==> src/rtl/da_serial_tx_if.sv <==
// da_serial_tx_if
//   Handshake and serial-lane bundle for the DA bit-serial transmitter.
//   Upstream side: x_in0..2, x_valid -> x_ready.
//   Downstream side: ser_hold -> ser_x0..2, ser_valid, ser_first, ser_last.
//   Status: busy.
//   Modports:
//     slave  - the transmitter itself
//     master - whoever drives samples and consumes the serial lanes
interface da_serial_tx_if #(
  parameter int W = 4
);
  logic signed [W-1:0] x_in0;
  logic signed [W-1:0] x_in1;
  logic signed [W-1:0] x_in2;
  logic                x_valid;
  logic                x_ready;
  logic                ser_hold;
  logic                ser_x0;
  logic                ser_x1;
  logic                ser_x2;
  logic                ser_valid;
  logic                ser_first;
  logic                ser_last;
  logic                busy;

  modport slave (
    input  x_in0, x_in1, x_in2, x_valid, ser_hold,
    output x_ready, ser_x0, ser_x1, ser_x2, ser_valid, ser_first, ser_last, busy
  );

  modport master (
    output x_in0, x_in1, x_in2, x_valid, ser_hold,
    input  x_ready, ser_x0, ser_x1, ser_x2, ser_valid, ser_first, ser_last, busy
  );
endinterface

==> src/rtl/da_serial_tx.sv <==
// da_serial_tx
//   Bit-serial transmitter feeding a distributed-arithmetic inner-product
//   core. Sample triples are buffered in a 2-entry FIFO and sent LSB-first
//   on three parallel lanes, with frame-start (ser_first) and sign-bit
//   (ser_last) markers, followed by GAP idle cycles.
//   Ports:
//     clk    - system clock, rising edge
//     reset  - synchronous, active-high
//     bus    - da_serial_tx_if.slave (sample handshake, serial lanes, busy)
//   Parameters:
//     W   - sample width, 2..16
//     GAP - idle cycles after each frame, 0..7
//
//   state   | meaning
//   --------+-----------------------------------------------------------
//   S_IDLE  | waiting; loads FIFO head when non-empty and not held
//   S_SHIFT | presenting bits 1..W-1 of the loaded frame
//   S_GAP   | inter-frame idle, counts down GAP cycles ignoring ser_hold
module da_serial_tx #(
  parameter int W   = 4,
  parameter int GAP = 1
) (
  input  logic          clk,
  input  logic          reset,
  da_serial_tx_if.slave bus
);

  typedef enum logic [1:0] {
    S_IDLE  = 2'd0,
    S_SHIFT = 2'd1,
    S_GAP   = 2'd2
  } state_t;

  localparam int         FW   = 3 * W;
  localparam logic [4:0] LAST = 5'(W - 1);

  state_t        r_state;
  logic [FW-1:0] r_mem [2];
  logic          r_wptr;
  logic          r_rptr;
  logic [1:0]    r_count;
  logic [W-1:0]  r_sh0;
  logic [W-1:0]  r_sh1;
  logic [W-1:0]  r_sh2;
  logic [4:0]    r_idx;
  logic [2:0]    r_gap;
  logic          r_ser_x0;
  logic          r_ser_x1;
  logic          r_ser_x2;
  logic          r_ser_valid;
  logic          r_ser_first;
  logic          r_ser_last;

  logic          w_push;
  logic          w_pop;
  logic [FW-1:0] w_head;
  logic [W-1:0]  w_h0;
  logic [W-1:0]  w_h1;
  logic [W-1:0]  w_h2;

  assign bus.x_ready = (r_count < 2'd2);
  assign w_push      = bus.x_valid & bus.x_ready;
  // Load condition doubles as the FIFO pop; no bypass, so a word pushed
  // this edge is not visible to the load until the next edge.
  assign w_pop       = (r_state == S_IDLE) & (r_count != 2'd0) & ~bus.ser_hold;
  assign w_head      = r_mem[r_rptr];
  assign w_h0        = w_head[W-1:0];
  assign w_h1        = w_head[2*W-1:W];
  assign w_h2        = w_head[3*W-1:2*W];

  always_ff @(posedge clk) begin
    if (reset) begin
      r_wptr  <= 1'b0;
      r_rptr  <= 1'b0;
      r_count <= 2'd0;
    end else begin
      if (w_push) begin
        r_mem[r_wptr] <= {bus.x_in2, bus.x_in1, bus.x_in0};
        r_wptr        <= ~r_wptr;
      end
      if (w_pop) begin
        r_rptr <= ~r_rptr;
      end
      if (w_push && !w_pop) begin
        r_count <= r_count + 2'd1;
      end else if (!w_push && w_pop) begin
        r_count <= r_count - 2'd1;
      end
    end
  end

  always_ff @(posedge clk) begin
    if (reset) begin
      r_state     <= S_IDLE;
      r_idx       <= 5'd0;
      r_gap       <= 3'd0;
      r_sh0       <= '0;
      r_sh1       <= '0;
      r_sh2       <= '0;
      r_ser_x0    <= 1'b0;
      r_ser_x1    <= 1'b0;
      r_ser_x2    <= 1'b0;
      r_ser_valid <= 1'b0;
      r_ser_first <= 1'b0;
      r_ser_last  <= 1'b0;
    end else begin
      // Markers are only ever high alongside a presented bit; data bits
      // keep their last value whenever nothing is presented.
      r_ser_valid <= 1'b0;
      r_ser_first <= 1'b0;
      r_ser_last  <= 1'b0;
      case (r_state)
        S_IDLE: begin
          if (w_pop) begin
            r_ser_x0    <= w_h0[0];
            r_ser_x1    <= w_h1[0];
            r_ser_x2    <= w_h2[0];
            r_ser_valid <= 1'b1;
            r_ser_first <= 1'b1;
            r_sh0       <= w_h0 >> 1;
            r_sh1       <= w_h1 >> 1;
            r_sh2       <= w_h2 >> 1;
            r_idx       <= 5'd1;
            r_state     <= S_SHIFT;
          end
        end
        S_SHIFT: begin
          if (!bus.ser_hold) begin
            r_ser_x0    <= r_sh0[0];
            r_ser_x1    <= r_sh1[0];
            r_ser_x2    <= r_sh2[0];
            r_ser_valid <= 1'b1;
            r_sh0       <= r_sh0 >> 1;
            r_sh1       <= r_sh1 >> 1;
            r_sh2       <= r_sh2 >> 1;
            r_idx       <= r_idx + 5'd1;
            if (r_idx == LAST) begin
              r_ser_last <= 1'b1;
              r_idx      <= 5'd0;
              // With no gap, returning to IDLE lets the next frame load on
              // the very next edge, giving contiguous frames.
              if (GAP > 0) begin
                r_state <= S_GAP;
                r_gap   <= 3'(GAP);
              end else begin
                r_state <= S_IDLE;
              end
            end
          end
        end
        S_GAP: begin
          r_gap <= r_gap - 3'd1;
          if (r_gap == 3'd1) begin
            r_state <= S_IDLE;
          end
        end
        default: r_state <= S_IDLE;
      endcase
    end
  end

  assign bus.ser_x0    = r_ser_x0;
  assign bus.ser_x1    = r_ser_x1;
  assign bus.ser_x2    = r_ser_x2;
  assign bus.ser_valid = r_ser_valid;
  assign bus.ser_first = r_ser_first;
  assign bus.ser_last  = r_ser_last;
  assign bus.busy      = (r_state != S_IDLE) | (r_count != 2'd0);

endmodule

==> src/flat_wrapper.sv <==
// flat-port wrapper written by rule: the top's interface ports become plain ports
module da_serial_tx_flat 
#(
  parameter int W   = 4,
  parameter int GAP = 1
)
  (clk, reset, bus_x_in0, bus_x_in1, bus_x_in2, bus_x_valid, bus_ser_hold, bus_x_ready, bus_ser_x0, bus_ser_x1, bus_ser_x2, bus_ser_valid, bus_ser_first, bus_ser_last, bus_busy);
  da_serial_tx_if #(.W(W)) bus_i ();
  input  logic clk;
  input  logic reset;
  input wire logic [$bits(bus_i.x_in0)-1:0] bus_x_in0;
  input wire logic [$bits(bus_i.x_in1)-1:0] bus_x_in1;
  input wire logic [$bits(bus_i.x_in2)-1:0] bus_x_in2;
  input wire logic [$bits(bus_i.x_valid)-1:0] bus_x_valid;
  input wire logic [$bits(bus_i.ser_hold)-1:0] bus_ser_hold;
  output wire logic [$bits(bus_i.x_ready)-1:0] bus_x_ready;
  output wire logic [$bits(bus_i.ser_x0)-1:0] bus_ser_x0;
  output wire logic [$bits(bus_i.ser_x1)-1:0] bus_ser_x1;
  output wire logic [$bits(bus_i.ser_x2)-1:0] bus_ser_x2;
  output wire logic [$bits(bus_i.ser_valid)-1:0] bus_ser_valid;
  output wire logic [$bits(bus_i.ser_first)-1:0] bus_ser_first;
  output wire logic [$bits(bus_i.ser_last)-1:0] bus_ser_last;
  output wire logic [$bits(bus_i.busy)-1:0] bus_busy;
  assign bus_i.x_in0 = bus_x_in0;
  assign bus_i.x_in1 = bus_x_in1;
  assign bus_i.x_in2 = bus_x_in2;
  assign bus_i.x_valid = bus_x_valid;
  assign bus_i.ser_hold = bus_ser_hold;
  assign bus_x_ready = bus_i.x_ready;
  assign bus_ser_x0 = bus_i.ser_x0;
  assign bus_ser_x1 = bus_i.ser_x1;
  assign bus_ser_x2 = bus_i.ser_x2;
  assign bus_ser_valid = bus_i.ser_valid;
  assign bus_ser_first = bus_i.ser_first;
  assign bus_ser_last = bus_i.ser_last;
  assign bus_busy = bus_i.busy;
  da_serial_tx #(.W(W), .GAP(GAP)) u_core (.clk(clk), .reset(reset), .bus(bus_i));
endmodule
==> config.mk <==
export PLATFORM = sky130hd
export DESIGN_NAME = da_serial_tx_flat
export DESIGN_NICKNAME = d
export VERILOG_FILES = /design/src/rtl/da_serial_tx_if.sv /design/src/rtl/da_serial_tx.sv /design/src/flat_wrapper.sv
export SDC_FILE = /design/constraint.sdc
export NUM_CORES = 1
export LEC_CHECK = 0
export BUFFER_PORTS_ARGS = -buffer_cell sky130_fd_sc_hd__buf_4
export CAP_MARGIN = 20
export CORE_ASPECT_RATIO = 0.6
export CORE_MARGIN = 2
export CORE_UTILIZATION = 29
export CTS_CLUSTER_DIAMETER = 40
export DETAILED_ROUTE_END_ITERATION = 10
export GPL_TIMING_DRIVEN = 0
export HOLD_SLACK_MARGIN = 0.02
export PLACE_DENSITY_LB_ADDON = 0.2
export SLEW_MARGIN = 20
export SYNTH_ARGS = -nofsm -noshare
export SYNTH_HDL_FRONTEND = slang
export SYNTH_SLANG_ARGS = --single-unit
==> constraint.sdc <==
create_clock -name clk -period 2.25 [get_ports clk]
set_input_delay 0.3375 -clock clk [delete_from_list [all_inputs] [get_ports clk]]
set_output_delay 0.3375 -clock clk [all_outputs]
set_load 0.02 [all_outputs]
==> flow_summary.json <==
{
  "power_w": 0.002780,
  "yosys_most_used_dff": "dfxtp_1",
  "n_antenna_cell": 0,
  "hold_path.class": "in -> reg",
  "antenna_found_initial": 0,
  "dp.final_hpwl_um": 3113,
  "crit_fanout": 8,
  "finalCriticalPeriod_ns": 1.836,
  "yosys_warnings": 0,
  "grt_pass1_wl_um": 7196,
  "clk_latency_ns": 0.29,
  "syn_to_final_growth_pct": 21.72,
  "final_cell_mix": "30 x dfxtp_1, 24 x edfxtp_1, 23 x buf_4",
  "cp.arrival_ns": 1.84,
  "p_seq_share_pct": 45.5,
  "placed_area_mm2": 0.002512,
  "gr-usage-met1_pct": 18.72,
  "p_int_w": 0.001990,
  "layout_commonest_cell": "dfxtp_1",
  "post-route-period-util_pct": 81.62,
  "clkPwrFrac_pct": 31.2,
  "vias": 1392,
  "coreArea_mm2": 0.007297,
  "combPwrFrac_pct": 23.4,
  "cts.path.max_buffers": 2,
  "critPathRequiredTime_ns": 2.25,
  "viasPerCell": 4.564,
  "design_area_mm2": 0.002679,
  "power.switching_w": 0.0007897,
  "synth_area_leaders": "edfxtp_1 33%, dfxtp_1 27%, mux2i_1 5.5%",
  "rsz0062_at_grt": "no",
  "gp_congestion": 0.7225,
  "synth_top_area_cell": "edfxtp_1",
  "cts_hold_buf": 0,
  "netlist_area_mm2": 0.002201,
  "outcome": "completed",
  "grt_pass1_vias": 1357,
  "synth_top_cell_area_share_pct": 32.75,
  "finalHoldViolations": 0,
  "leakage_nw": 1.012,
  "power.density_mw_per_mm2": 1038,
  "dp.cells": 297,
  "ctsResizeCount": 0,
  "synth_cells": 170,
  "die_h_um": 71.48,
  "worst_pin_slew_ns": 0.7448,
  "slew-limit-headroom_pct": 50.21,
  "drc": 0,
  "grtUsageMet3_pct": 3.130,
  "finClkSkew_ns": 0.005981,
  "tns_ns": 0,
  "drt_iter0_drc": 75,
  "swShare_pct": 28.41,
  "final-max-slew-violation-count": 0,
  "cts_tree": "yes",
  "row_count": 24,
  "worstSetupEndpointType": "flop",
  "postCtsSetupBuffers": 0,
  "start_util_pct": 30.16,
  "path_class": "reg -> reg",
  "cts_buffers": 5,
  "ys_ff_latch": 54,
  "io_buffers": 22,
  "worstSetupStartpointType": "flop",
  "ir_drop_uv": 379.2,
  "clkTransAtPathRegs_ns": 0.07,
  "cts_sinks": 54,
  "wl_per_cell_um": 14.47,
  "final-setup-viol-count": 0,
  "routed_wirelength_um": 4412,
  "cts_root_buffer": "clkbuf_16",
  "synth-edff-count": 24,
  "dr.pass1.iters": 4,
  "grt_usage_pct": 11.55,
  "fmax_mhz": 544.5,
  "h-tree-depth": 2,
  "grt_remaining_overflow": 0,
  "num_io_pins": 24,
  "dieArea_mm2": 0.008325,
  "grt_use_met2_pct": 14.21,
  "die_width_um": 116.5,
  "yosys.cell_types.count": 46,
  "grt_max_degree": 17,
  "syn_avg_cell_area_um2": 12.95,
  "max_cap_violations": 0,
  "layout.nets": 220,
  "async_flop_share_pct": 0,
  "finalNonFillerCells": 305,
  "drive_gt1_share_pct": 24.88,
  "top_usage_layer": "met1",
  "ys_seq_area_share_pct": 60.03,
  "ant_nets": 0,
  "synthesis.nets": 190
}
[layout make-up]
class | count | area [µm²]
fill | 724 | 4618
sequential | 54 | 1321
multi-input combinational | 102 | 824.5
timing repair buffer | 23 | 176.4
tap | 104 | 130.1
clock buffer | 6 | 128.9
clock inverter | 2 | 37.54
buffer | 6 | 30.03
inverter | 8 | 30.03
[cell usage after synthesis, types with 2 or more instances]
master and instances:
dfxtp_1 30, edfxtp_1 24, mux2i_1 12, o2bb2ai_1 12, mux2_2 9, inv_1 8
a21oi_1 6, ha_1 4, nand2_1 4, nor3_1 4, o21ai_0 4, a211oi_1 3
buf_2 3, nor2_1 3, nor2b_1 3, nor3b_1 3, or3_1 3, and3_1 2
nand2b_1 2, nand3_1 2, o21bai_1 2, xnor2_1 2, xor2_1 2
[flip-flops by register name, summed over array words and instances (netlist names), named ones only]
register	cells
u_core.r_state	2
u_core.r_count	2
u_core.r_idx	5
u_core.r_sh1	3
u_core.bus.ser_x1	1
u_core.bus.ser_x2	1
u_core.bus.ser_first	1
u_core.bus.ser_last	1
u_core.r_wptr	1
u_core.bus.ser_x0	1
u_core.r_mem	24
u_core.r_gap	3
u_core.bus.ser_valid	1
u_core.r_sh2	3
u_core.r_rptr	1
u_core.r_sh0	3
[critical path, stage by stage, from the launching register on]
cell and delay, ns:
dfxtp_1 0.38, nor2b_1 0.28, nor3b_2 0.66, buf_6 0.23
[layer usage]
layer	up-vias	part of all wire [%]
li1	708	-
met1	658	59
met2	21	36
met3	5	3.4
met4	0	1.1
met5	-	0
[logic make-up (layout without fill, tap and decap cells)]
kind of cell    after synthesis  count (layout)  share of synthesized area [%]
mux                          21              21                          10.06
simple gates                 37              37                          11.03
xor+xnor                      4               4                          1.592
fa+ha+maj                     4               4                          2.274
compound gates               36              36                          12.28
flops                        54              54                          60.03
buf+inv                      14              45                          2.728
[stage by stage]
step                utilization, %  hold slack, ns  setup WS [ns]
floorplan                        -          0.4317         0.1359
CTS                          36.71          0.2227         0.3605
global route                 36.71          0.2173         0.2218
global placement             34.21          0.4435        -0.7694
finish                       36.71          0.2295         0.4135
detailed placement           34.43          0.4487         0.1457
[path summary, 6_finish.rpt]
path	endpoint	slack, ns	cells after the start	start
worst max-delay path	u_core.r_mem[0][4]	0.41	3	u_core.r_count[1]
worst min-delay path	u_core.r_mem[0][2]	0.23	1	bus_x_in0[2]
worst max register to register	u_core.r_mem[0][4]	0.41	3	u_core.r_count[1]
worst min register to register	u_core.bus.ser_x2	0.47	1	u_core.bus.ser_x2
[power by group through the flow]
stage	Combinational, W	Clock [W]	Sequential (W)
floorplan	0.000436	0	0.00128
global placement	0.000642	0	0.00128
detailed placement	0.000654	0	0.00128
CTS	0.000658	0.000880	0.00126
global route	0.000723	0.000931	0.00129
finish	0.000650	0.000866	0.00126
Note: power is estimated with default switching activity, not from simulation.
